--- src/rtl/hic_pkg.sv ---
// hic_pkg: shared definitions for the home inventory chip scan sequencer.
//   state_t          - scan FSM state encoding
//   IRQ_*            - bit positions of the pending / irq_en / irq_clr vectors
//   ST_*             - field positions inside the 8-bit STATUS byte
//   ch_width()       - channel index width for a given channel count
package hic_pkg;

    typedef enum logic [2:0] {
        S_IDLE,
        S_SELECT,
        S_SETTLE,
        S_CONVERT,
        S_STORE,
        S_DONE
    } state_t;

    localparam int IRQ_DONE    = 0;
    localparam int IRQ_TIMEOUT = 1;
    localparam int IRQ_OVERRUN = 2;
    localparam int N_IRQ       = 3;

    localparam int ST_BUSY     = 0;
    localparam int ST_PEND_LSB = 1;
    localparam int ST_LAST_LSB = 4;
    localparam int ST_LAST_W   = 4;

    function automatic int ch_width(input int n);
        return (n > 2) ? $clog2(n) : 1;
    endfunction

endpackage

--- src/rtl/hic_prio_pick.sv ---
// hic_prio_pick: combinational lowest-set-bit finder with a start index.
//   mask  - candidate channel bitmap
//   ptr   - first index to consider (may equal N_CH, meaning "none left")
//   found - a set bit exists at an index >= ptr
//   idx   - index of the lowest such bit (0 when not found)
module hic_prio_pick
    import hic_pkg::*;
#(
    parameter  int N_CH  = 4,
    localparam int CH_W  = ch_width(N_CH),
    localparam int PTR_W = CH_W + 1
) (
    input  logic [N_CH-1:0]  mask,
    input  logic [PTR_W-1:0] ptr,
    output logic             found,
    output logic [CH_W-1:0]  idx
);

    always_comb begin
        found = 1'b0;
        idx   = '0;
        for (int unsigned i = 0; i < N_CH; i++) begin
            if (!found && mask[i] && (i >= 32'(ptr))) begin
                found = 1'b1;
                idx   = CH_W'(i);
            end
        end
    end

endmodule

--- src/rtl/hic_scan_sequencer.sv ---
// hic_scan_sequencer: measurement scan controller.
// Walks the channels enabled in ch_mask in ascending order; for each one it
// selects the channel, waits settle_cycles+1 cycles, handshakes one ADC
// conversion (with timeout) and emits a one-cycle result write.
//   wb_clk_i, wb_rst_i          - clock, synchronous active-high reset
//   ctrl_enable, ctrl_start     - engine enable, start request (rising edge)
//   ch_mask, settle_cycles      - scan set and settle time, sampled per channel
//   irq_en, irq_clr             - interrupt enables, write-1-to-clear pulses
//   adc_ch, adc_req             - channel select and conversion request
//   adc_ack, adc_data           - conversion complete and result
//   res_we, res_idx, res_data   - result store write port
//   busy, status, irq           - scan active, STATUS byte, level interrupt
module hic_scan_sequencer
    import hic_pkg::*;
#(
    parameter  int N_CH     = 4,
    parameter  int DATA_W   = 24,
    parameter  int SETTLE_W = 16,
    parameter  int TIMEOUT  = 1024,
    localparam int CH_W     = ch_width(N_CH)
) (
    input  logic                wb_clk_i,
    input  logic                wb_rst_i,
    input  logic                ctrl_enable,
    input  logic                ctrl_start,
    input  logic [N_CH-1:0]     ch_mask,
    input  logic [SETTLE_W-1:0] settle_cycles,
    input  logic [N_IRQ-1:0]    irq_en,
    input  logic [N_IRQ-1:0]    irq_clr,
    output logic [CH_W-1:0]     adc_ch,
    output logic                adc_req,
    input  logic                adc_ack,
    input  logic [DATA_W-1:0]   adc_data,
    output logic                res_we,
    output logic [CH_W-1:0]     res_idx,
    output logic [DATA_W-1:0]   res_data,
    output logic                busy,
    output logic [7:0]          status,
    output logic                irq
);

    localparam int PTR_W = CH_W + 1;
    localparam int TO_W  = $clog2(TIMEOUT) + 1;

    state_t              state;
    logic                start_q;
    logic [PTR_W-1:0]    ch_ptr;
    logic [SETTLE_W-1:0] settle_cnt;
    logic [TO_W-1:0]     to_cnt;
    logic [N_IRQ-1:0]    pending;
    logic [N_IRQ-1:0]    pend_set;
    logic [CH_W-1:0]     last_ch;
    logic                pick_found;
    logic [CH_W-1:0]     pick_idx;
    logic                start_rise;
    logic                abort;
    logic                to_expire;

    hic_prio_pick #(
        .N_CH (N_CH)
    ) u_pick (
        .mask  (ch_mask),
        .ptr   (ch_ptr),
        .found (pick_found),
        .idx   (pick_idx)
    );

    // Pending-bit set sources; an abort (enable low) suppresses done/timeout.
    always_comb begin
        start_rise = ctrl_start & ~start_q;
        abort      = (state != S_IDLE) && !ctrl_enable;
        to_expire  = (state == S_CONVERT) && !adc_ack &&
                     (to_cnt == TO_W'(TIMEOUT - 1));
        pend_set              = '0;
        pend_set[IRQ_DONE]    = (state == S_DONE) && ctrl_enable;
        pend_set[IRQ_TIMEOUT] = to_expire && ctrl_enable;
        pend_set[IRQ_OVERRUN] = (state != S_IDLE) && start_rise;
    end

    always_ff @(posedge wb_clk_i) begin
        if (wb_rst_i) begin
            state      <= S_IDLE;
            start_q    <= 1'b0;
            ch_ptr     <= '0;
            settle_cnt <= '0;
            to_cnt     <= '0;
            pending    <= '0;
            last_ch    <= '0;
            adc_ch     <= '0;
            adc_req    <= 1'b0;
            res_we     <= 1'b0;
            res_idx    <= '0;
            res_data   <= '0;
            busy       <= 1'b0;
            irq        <= 1'b0;
        end else begin
            start_q <= ctrl_start;
            // Set wins over a simultaneous clear.
            pending <= (pending & ~irq_clr) | pend_set;
            irq     <= |(pending & irq_en);
            res_we  <= 1'b0;

            if (abort) begin
                state   <= S_IDLE;
                adc_req <= 1'b0;
                busy    <= 1'b0;
            end else begin
                case (state)
                    S_IDLE: begin
                        if (ctrl_enable && start_rise) begin
                            ch_ptr <= '0;
                            state  <= S_SELECT;
                            busy   <= 1'b1;
                        end
                    end
                    S_SELECT: begin
                        if (pick_found) begin
                            adc_ch     <= pick_idx;
                            settle_cnt <= settle_cycles;
                            state      <= S_SETTLE;
                        end else begin
                            state <= S_DONE;
                        end
                    end
                    S_SETTLE: begin
                        if (settle_cnt == '0) begin
                            state   <= S_CONVERT;
                            adc_req <= 1'b1;
                            to_cnt  <= '0;
                        end else begin
                            settle_cnt <= settle_cnt - SETTLE_W'(1);
                        end
                    end
                    S_CONVERT: begin
                        // Write strobe is raised on entry so it is high
                        // during the STORE cycle itself.
                        if (adc_ack) begin
                            res_data <= adc_data;
                            adc_req  <= 1'b0;
                            res_we   <= 1'b1;
                            res_idx  <= adc_ch;
                            state    <= S_STORE;
                        end else if (to_expire) begin
                            res_data <= '1;
                            adc_req  <= 1'b0;
                            res_we   <= 1'b1;
                            res_idx  <= adc_ch;
                            state    <= S_STORE;
                        end else begin
                            to_cnt <= to_cnt + TO_W'(1);
                        end
                    end
                    S_STORE: begin
                        last_ch <= adc_ch;
                        ch_ptr  <= PTR_W'(adc_ch) + PTR_W'(1);
                        state   <= S_SELECT;
                    end
                    S_DONE: begin
                        state <= S_IDLE;
                        busy  <= 1'b0;
                    end
                    default: begin
                        state   <= S_IDLE;
                        adc_req <= 1'b0;
                        busy    <= 1'b0;
                    end
                endcase
            end
        end
    end

    always_comb begin
        status = {ST_LAST_W'(last_ch), pending, busy};
    end

endmodule
--- config.mk ---
export PLATFORM = sky130hd
export DESIGN_NAME = hic_scan_sequencer
export DESIGN_NICKNAME = d
export VERILOG_FILES = /design/src/rtl/hic_pkg.sv /design/src/rtl/hic_prio_pick.sv /design/src/rtl/hic_scan_sequencer.sv
export SDC_FILE = /design/constraint.sdc
export NUM_CORES = 1
export LEC_CHECK = 0
export BUFFER_PORTS_ARGS = -buffer_cell sky130_fd_sc_hd__buf_2
export CORE_MARGIN = 2
export CORE_UTILIZATION = 56
export CTS_CLUSTER_DIAMETER = 80
export CTS_CLUSTER_SIZE = 30
export DETAILED_ROUTE_END_ITERATION = 12
export PLACE_DENSITY = 0.9
export SYNTH_ARGS = -nofsm -noshare
export SYNTH_HDL_FRONTEND = slang
export SYNTH_HIERARCHICAL = 1
export SYNTH_SLANG_ARGS = --single-unit
--- constraint.sdc ---
create_clock -name wb_clk_i -period 3.4 [get_ports wb_clk_i]
set_input_delay 0.17 -clock wb_clk_i [delete_from_list [all_inputs] [get_ports wb_clk_i]]
set_output_delay 0.17 -clock wb_clk_i [all_outputs]
set_load 0.05 [all_outputs]
==> results of run 1 <==
-- final cells by class --
class | count | area (sq um)
fillers | 514 | 1890
multi-input cells | 322 | 1780
flip-flops and latches | 71 | 1420
repair buffers | 96 | 490
clock buffers | 10 | 138
well taps | 75 | 93.8
clock inverters | 5 | 58.8
inverters | 14 | 52.6
-- worst max path at each step --
stage / depth (start not counted) / slack (ns) / to / from
after floorplan: 10 / 1.19 / settle_cnt[9] / settle_cnt[0]
after global placement: 7 / 0.86 / settle_cnt[12] / settle_cnt[0]
after detailed placement: 7 / 0.75 / settle_cnt[11] / settle_cnt[0]
after CTS: 7 / 0.73 / settle_cnt[11] / settle_cnt[0]
after global routing: 7 / 0.51 / settle_cnt[13] / settle_cnt[0]
final: 7 / 0.73 / settle_cnt[2] / settle_cnt[0]
-- cell usage in the layout (no fill, tap or decap), types with 8 or more instances in the layout --
cell                        n
sky130_fd_sc_hd__clkbuf_8  10
sky130_fd_sc_hd__nor2b_1    8
sky130_fd_sc_hd__o22a_1     8
sky130_fd_sc_hd__a21oi_1   27
sky130_fd_sc_hd__inv_1     14
sky130_fd_sc_hd__o21ai_0   21
sky130_fd_sc_hd__dfxtp_1   71
sky130_fd_sc_hd__nor3_1    32
sky130_fd_sc_hd__nor2_1    81
sky130_fd_sc_hd__buf_2     92
sky130_fd_sc_hd__nand2_1   40
-- kinds of logic after synthesis --
family	synth area share [%]
adder cells (fa/ha/maj)	1.10
AO/OA/AOI/OAI	19.9
AND/OR/NAND/NOR	29.0
multiplexers	1.79
flip-flops	41.5
buffers and inverters	6.58
other	0.110
-- worst reg2reg max path: stages (launching register included) --
cell,delay (ns)
sky130_fd_sc_hd__dfxtp_1,0.33
sky130_fd_sc_hd__inv_1,0.11
sky130_fd_sc_hd__ha_1,0.33
sky130_fd_sc_hd__or3b_2,0.49
sky130_fd_sc_hd__o41a_1,0.34
sky130_fd_sc_hd__nor2_2,0.61
sky130_fd_sc_hd__o21ai_0,0.20
sky130_fd_sc_hd__a21oi_1,0.19
-- layer usage --
metal	global-route usage, %	vias up
li1	-	1674
met1	29.6	1527
met2	41.8	153
met3	4.89	13
met4	9.00	0
met5	0	-
-- per-stage QoR --
step | instance area (sq um) | cells | util, % | worst slack (ns) | hold slack (ns)
floorplan | 3430 | 437 | - | 1.19 | 0.298
global placement | 3840 | 578 | 64.8 | 0.864 | 0.407
detailed placement | 3840 | 578 | 64.8 | 0.748 | 0.423
CTS | 4040 | 593 | 68.2 | 0.735 | 0.0724
global route | 4040 | 593 | 68.2 | 0.507 | 0.0915
finish | 4040 | 593 | 68.2 | 0.726 | 0.0740
-- sequential cells by signal (all words and copies together), names as in the netlist --
register,flops
res_idx,2
to_cnt,11
adc_ch,2
ch_ptr,3
adc_req,1
pending,3
start_q,1
res_we,1
settle_cnt,16
res_data,24
state,3
busy,1
last_ch,2
irq,1
-- power groups by stage --
stage               clock (mW)  combinational (mW)  sequential (mW)
floorplan                    0               0.161            0.891
global placement             0               0.227            0.882
detailed placement           0               0.231            0.883
CTS                      0.677               0.233            0.864
global route             0.710               0.258            0.867
finish                   0.671               0.236            0.864
==> tab_implementation.tex, run 1 <==
\begin{tabular}{lr}
\hline
Metric & Value \\
\hline
\multicolumn{2}{l}{\textbf{Status}} \\
Outcome & finished clean \\
\multicolumn{2}{l}{\textbf{Min path}} \\
Worst Hold Endpoint & irq \\
WHS Path Cells & 3 \\
Type of the tightest min-delay check & primary input to register \\
Startpoint of the worst hold path & irq\_en[1] \\
\multicolumn{2}{l}{\textbf{GRT}} \\
Initial antenna violation count & 0 \\
Aggregate global routing overflow & 0 \\
Largest net degree at the start of global routing & 58 \\
Via count of the first global-routing pass & approximately 3,000 \\
Wire length of the first global-routing pass & roughly 13,000 um \\
Overall fraction of global-route tracks in use & about a quarter \\
\multicolumn{2}{l}{\textbf{Synth}} \\
Number of unique standard cell types used by synthesis & 60 \\
Flops \& latches, synth & 71 \\
Area share of the largest cell type after synthesis & about two fifths \\
Most frequent cells after synthesis & 81 x sky130\_fd\_sc\_hd\_\_nor2\_1, 71 x sky130\_fd\_sc\_hd\_\_dfxtp\_1, 40 x sky130\_fd\_sc\_hd\_\_nand2\_1, 32 x sky130\_fd\_sc\_hd\_\_nor3\_1, 27 x sky130\_fd\_sc\_hd\_\_a21oi\_1 \\
Sequential area share after synthesis & about two fifths \\
Synth Instances & 436 \\
Area contributors post-synth & sky130\_fd\_sc\_hd\_\_dfxtp\_1 42\%, sky130\_fd\_sc\_hd\_\_nor2\_1 8.9\%, sky130\_fd\_sc\_hd\_\_nor3\_1 4.7\% \\
Post-synth EDFFs & 0 \\
Main flop type after synthesis & sky130\_fd\_sc\_hd\_\_dfxtp\_1 \\
Asr flop ratio synth & 0\% \\
Synthesized area & between 0.003 and 0.004 sq mm \\
Syn. warnings & 6 \\
Post-Syn Area per Cell & just under 8 sq um \\
Most numerous cell in the Yosys netlist & sky130\_fd\_sc\_hd\_\_nor2\_1 \\
Cell taking the most area after synthesis & sky130\_fd\_sc\_hd\_\_dfxtp\_1 \\
\multicolumn{2}{l}{\textbf{Timing}} \\
Achievable Freq & around 0.37 GHz \\
Number of setup violations in the final report & 0 \\
Period Utilization, post-route & 78.7\% \\
Setup TNS & 0 ns \\
Post-layout min period & 2.67 ns \\
Pins over their slew limit & 0 \\
Final clock skew & 0.00904 ns \\
Count of final hold-check violations & 0 \\
Measured slew at the worst slew-check pin & around 1 ns \\
Relative slew slack & 32.6\% \\
RSZ-0062 raised after global routing & false \\
\multicolumn{2}{l}{\textbf{Place}} \\
Routability Congestion & around 0.86 \\
Sum of net half-perimeters after detailed placement & 5630 um \\
Number of port buffers & 92 \\
\multicolumn{2}{l}{\textbf{Clock network}} \\
Number of hold buffers added after CTS & 0 \\
Clk slew on worst S/H paths & about 0.08 ns \\
Htree depth & 3 \\
Number of clock sinks seen by CTS & between 70 and 80 \\
Clk root buf & sky130\_fd\_sc\_hd\_\_clkbuf\_8 \\
Clock Tree Buf Depth & 2 \\
Clock latency reported for the late side of the worst-skew pair & roughly 0.34 ns \\
CTS resizes & 0 \\
Number of buffers inserted during clock tree synthesis & 9 \\
Clock tree from TritonCTS & yes \\
Number of setup buffers added after CTS & 0 \\
\multicolumn{2}{l}{\textbf{Power and ir drop}} \\
Leakage component of the power & roughly 1.7 nW \\
Power per unit of standard cell area & 439 mW/mm\^{}2 \\
Switching fraction of total power & a little over a quarter \\
Fraction of power consumed by combinational cells & a little over an eighth \\
Power share of the sequential group & about half \\
Tot Pwr & roughly 1.8 mW \\
Maximum vdd drop & between 0.2 and 0.3 mV \\
Clock network fraction of design power & between 30\% and 40\% \\
Cell internal pwr & between 1 and 1.5 mW \\
Net Sw Power & 0.486 mW \\
\multicolumn{2}{l}{\textbf{Floorplan}} \\
Row Count & 28 \\
Die height & 82.2 um \\
Die Width & approximately 82 um \\
Number of top-level pins & 95 \\
Effective utilization at floorplan & between 50\% and 60\% \\
Die footprint & 0.00675 sq mm \\
Core Region & about 0.006 sq mm \\
\multicolumn{2}{l}{\textbf{Route}} \\
Routed wl met2 & 3980 um \\
Routed wire length & just over 8000 um \\
DRT antenna net count & 0 \\
Number of remaining DRC errors & 0 \\
Met1 wire length & roughly 3400 um \\
First-pass iteration count of the detailed router & 5 \\
Number of design-rule violations left by the first detailed-router iteration & 311 \\
Routed length per instance & 13.6 um \\
Detailed-routed wire length on met3 & $\sim$640 um \\
Via count & 3,367 \\
Drt via density & 5.68 \\
Highest metal used & met4 \\
\multicolumn{2}{l}{\textbf{Critical path}} \\
Crit path kind & register to register \\
Top cell family by delay on the critical path & simple AND/OR/NAND/NOR gates \\
Data required time of the critical path & 3.66 ns \\
Launching element type of the critical path & register \\
Endpoint of the most critical register-to-register path & settle\_cnt[2] \\
Highest fanout seen on the critical path & 17 \\
R2R Path Start & settle\_cnt[0] \\
Number of buffer and inverter stages on the critical path & 1 \\
CP max stage delay & just over 0.6 ns \\
Internal reg-to-reg setup slack & a little over 0.7 ns \\
Worst-path cell with the longest stage delay & sky130\_fd\_sc\_hd\_\_nor2\_2 \\
Data arrival time of the critical path & $\sim$2.9 ns \\
Number of cells on the worst reg-to-reg path & 7 \\
Ordered list of cells on the worst path & inv\_1 -> ha\_1 -> or3b\_2 -> o41a\_1 -> nor2\_2 -> o21ai\_0 -> a21oi\_1 \\
Critical Path Sink Type & register \\
\multicolumn{2}{l}{\textbf{Layout}} \\
Antenna diodes & 0 \\
Area growth syn-to-layout & 17.9\% \\
Final nets & approximately 570 \\
Fraction of layout cells with a size suffix above 1 & about a quarter \\
\multicolumn{2}{l}{\textbf{Flow run}} \\
Maxcap violations & 0 \\
\hline
\end{tabular}
Note: power is estimated with default switching activity, not from simulation.
==> run 2: changes to the inputs <==
- CORE_UTILIZATION: 56 -> 52
- PLACE_DENSITY: 0.9 -> 0.84
- clock period: 3.4 -> 2.6 ns (I/O delays scaled with it)
==> run 2 against run 1 <==
Against the previous run: first-iteration DRC count rose by 1.6%; core utilization is 3.1 points lower; clock skew down 0.0021 ns; global-route usage down 0.59 points; critical path type unchanged; clock power grew 32%; via count up 0.65%.
==> tab_implementation.tex, run 2 (synthesis gave the netlist of run 1 again) <==
\begin{tabular}{lr}
\hline
Metric & Value \\
\hline
\multicolumn{2}{l}{\textbf{Timing}} \\
Worst hold slack across all endpoints & 0.0313 ns (-0.0428 ns) \\
Setup TNS & 0 ns (unchanged) \\
RSZ-0062 raised after global routing & false \\
Post-layout min period & 2.34 ns (-0.333 ns) \\
Final clock skew & 0.00695 ns (-0.00209 ns) \\
Number of setup violations in the final report & 0 (unchanged) \\
Measured slew at the worst slew-check pin & 0.945 ns (-0.0629 ns) \\
Relative slew slack & 36.8\% (+4.2 points) \\
Period Utilization, post-route & 90.1\% (+11 points) \\
Pins over their slew limit & 0 (unchanged) \\
Count of final hold-check violations & 0 (unchanged) \\
Achievable Freq & 0.427 GHz (+14\%) \\
\multicolumn{2}{l}{\textbf{Critical path}} \\
Highest fanout seen on the critical path & 15 (-2) \\
Critical Path Sink Type & register \\
Crit path kind & register to register \\
Launching element type of the critical path & register \\
Data arrival time of the critical path & 2.56 ns (-0.38 ns) \\
Data required time of the critical path & 2.81 ns (-0.85 ns) \\
\multicolumn{2}{l}{\textbf{Route}} \\
Routed length per instance & 13.9 um (+2.5\%) \\
First-pass iteration count of the detailed router & 5 (unchanged) \\
DRT antenna net count & 0 (unchanged) \\
Drt via density & 5.57 (-1.8\%) \\
Routed wire length & 8480 um (+5.1\%) \\
Number of remaining DRC errors & 0 (unchanged) \\
Via count & 3,389 (+0.65\%) \\
Number of design-rule violations left by the first detailed-router iteration & 316 (+1.6\%) \\
\multicolumn{2}{l}{\textbf{GRT}} \\
Via count of the first global-routing pass & 3,264 (+9.1\%) \\
Largest net degree at the start of global routing & 34 (-41\%) \\
Aggregate global routing overflow & 0 (unchanged) \\
Initial antenna violation count & 0 (unchanged) \\
Overall fraction of global-route tracks in use & 23.6\% (-0.59 points) \\
Wire length of the first global-routing pass & 14,000 um (+8.8\%) \\
\multicolumn{2}{l}{\textbf{Layout}} \\
Commonest cells after routing, fill and taps aside & 92 x sky130\_fd\_sc\_hd\_\_buf\_2, 81 x sky130\_fd\_sc\_hd\_\_nor2\_1, 71 x sky130\_fd\_sc\_hd\_\_dfxtp\_1 \\
Area growth syn-to-layout & 20.6\% \\
Register with the most flip-flops & res\_data \\
Fillers & 547 (+6.4\%) \\
Max reg flops & 24 (unchanged) \\
Antenna diodes & 0 (unchanged) \\
Most common library cell in the layout ignoring fill and taps & sky130\_fd\_sc\_hd\_\_buf\_2 \\
Fraction of layout cells with a size suffix above 1 & 27.7\% (+1.8 points) \\
Largest registers & res\_data x24, settle\_cnt x16, to\_cnt x11 \\
Final nets & 584 (+2.1\%) \\
\multicolumn{2}{l}{\textbf{Clock network}} \\
Number of setup buffers added after CTS & 0 (unchanged) \\
Clk slew on worst S/H paths & 0.08 ns (about the same) \\
Clock tree from TritonCTS & yes \\
Clock Tree Buf Depth & 2 (unchanged) \\
Number of hold buffers added after CTS & 0 (unchanged) \\
Clk root buf & sky130\_fd\_sc\_hd\_\_clkbuf\_8 \\
CTS resizes & 0 (unchanged) \\
Htree depth & 3 (unchanged) \\
Number of buffers inserted during clock tree synthesis & 9 (unchanged) \\
Clock latency reported for the late side of the worst-skew pair & 0.35 ns (about the same) \\
Number of clock sinks seen by CTS & 71 (unchanged) \\
\multicolumn{2}{l}{\textbf{Place}} \\
Number of port buffers & 92 (unchanged) \\
Routability Congestion & 0.833 (-2.8\%) \\
Sum of net half-perimeters after detailed placement & 6080 um (+8.0\%) \\
\multicolumn{2}{l}{\textbf{Status}} \\
Outcome & finished clean \\
\multicolumn{2}{l}{\textbf{Floorplan}} \\
Die height & 85.1 um (+3.6\%) \\
Effective utilization at floorplan & 53.9\% (-3.9 points) \\
Number of top-level pins & 95 (unchanged) \\
Die Width & 85.1 um (+3.6\%) \\
Core Region & 0.00635 sq mm (+7.2\%) \\
Die footprint & 0.00725 sq mm (+7.3\%) \\
Row Count & 29 (+3.6\%) \\
\multicolumn{2}{l}{\textbf{Power and ir drop}} \\
Switching fraction of total power & 27.6\% (+0.22 points) \\
Power share of the sequential group & 47.9\% (-0.9 points) \\
Clock network fraction of design power & 37.8\% (about the same) \\
Fraction of power consumed by combinational cells & 14.3\% (+1.0 points) \\
Leakage component of the power & 1.76 nW (+3.7\%) \\
Maximum vdd drop & 0.414 mV (+55\%) \\
Cell internal pwr & 1.70 mW (+32\%) \\
Power per unit of standard cell area & 569 mW/mm\^{}2 (+30\%) \\
Tot Pwr & 2.35 mW (+33\%) \\
Net Sw Power & 0.650 mW (+34\%) \\
\multicolumn{2}{l}{\textbf{Min path}} \\
Type of the tightest min-delay check & primary input to register \\
\multicolumn{2}{l}{\textbf{Flow run}} \\
Maxcap violations & 0 (unchanged) \\
\hline
\end{tabular}
-- run 2: changes by cell type in the layout (fill, tap and decap cells not counted), sizes merged --
| cell | change |
|---|---|
| clkinv | +1 |
| buf | +12 |
-- run 2: critical path, stage by stage, from the launching register on --
cell	delay (ns)
sky130_fd_sc_hd__dfxtp_1	0.33
sky130_fd_sc_hd__inv_1	0.11
sky130_fd_sc_hd__ha_1	0.18
sky130_fd_sc_hd__or3b_2	0.46
sky130_fd_sc_hd__o41a_1	0.35
sky130_fd_sc_hd__or2_1	0.46
sky130_fd_sc_hd__o21ai_1	0.22
sky130_fd_sc_hd__a221oi_2	0.09
-- run 2: worst paths after layout --
| path | start | endpoint | slack [ns] | depth (start not counted) |
|---|---|---|---|---|
| setup / recovery | settle_cnt[0] | settle_cnt[0] | 0.26 | 7 |
| hold / removal | irq_en[1] | irq | 0.03 | 3 |
| hold reg to reg | to_cnt[10] | to_cnt[10] | 0.46 | 2 |
| setup reg to reg | settle_cnt[0] | settle_cnt[0] | 0.26 | 7 |
-- run 2: metrics by stage --
| stage | utilization (%) | area (sq um) | setup slack [ns] | instances |
|---|---|---|---|---|
| after floorplan | - | 3430 | 0.395 | 437 |
| after global placement | 61.9 | 3930 | 0.322 | 592 |
| after detailed placement | 61.9 | 3930 | 0.274 | 592 |
| after CTS | 65.0 | 4130 | 0.264 | 608 |
| after global routing | 65.0 | 4130 | 0.0675 | 608 |
| final | 65.0 | 4130 | 0.258 | 608 |
-- run 2: power by group through the flow --
stage	clock network (mW)	logic, mW	registers, mW
3_5_place_dp	0	0.334	1.15
6_report	0.888	0.337	1.13
5_1_grt	0.945	0.371	1.13
2_1_floorplan	0	0.211	1.17
3_3_place_gp	0	0.326	1.15
4_1_cts	0.896	0.335	1.13
-- run 2: area by class of cell --
type	count	area (sq um)	area share [%]
clock buffer	10	138	3.33
clock inverter	6	60.1	1.45
inverter	14	52.6	1.27
multi-input combinational	322	1780	43.1
sequential	71	1420	34.4
tap	77	96.3	2.33
timing repair buffer	108	581	14.1
-- run 2: per-layer routing --
| layer | track usage (%) | up-vias | share of wire (%) |
|---|---|---|---|
| met5 | 0 | - | 0 |
| met4 | 8.08 | 0 | 1.6 |
| met3 | 5.64 | 17 | 6.3 |
| met2 | 40.6 | 128 | 49 |
| met1 | 28.9 | 1552 | 43 |
| li1 | - | 1692 | - |
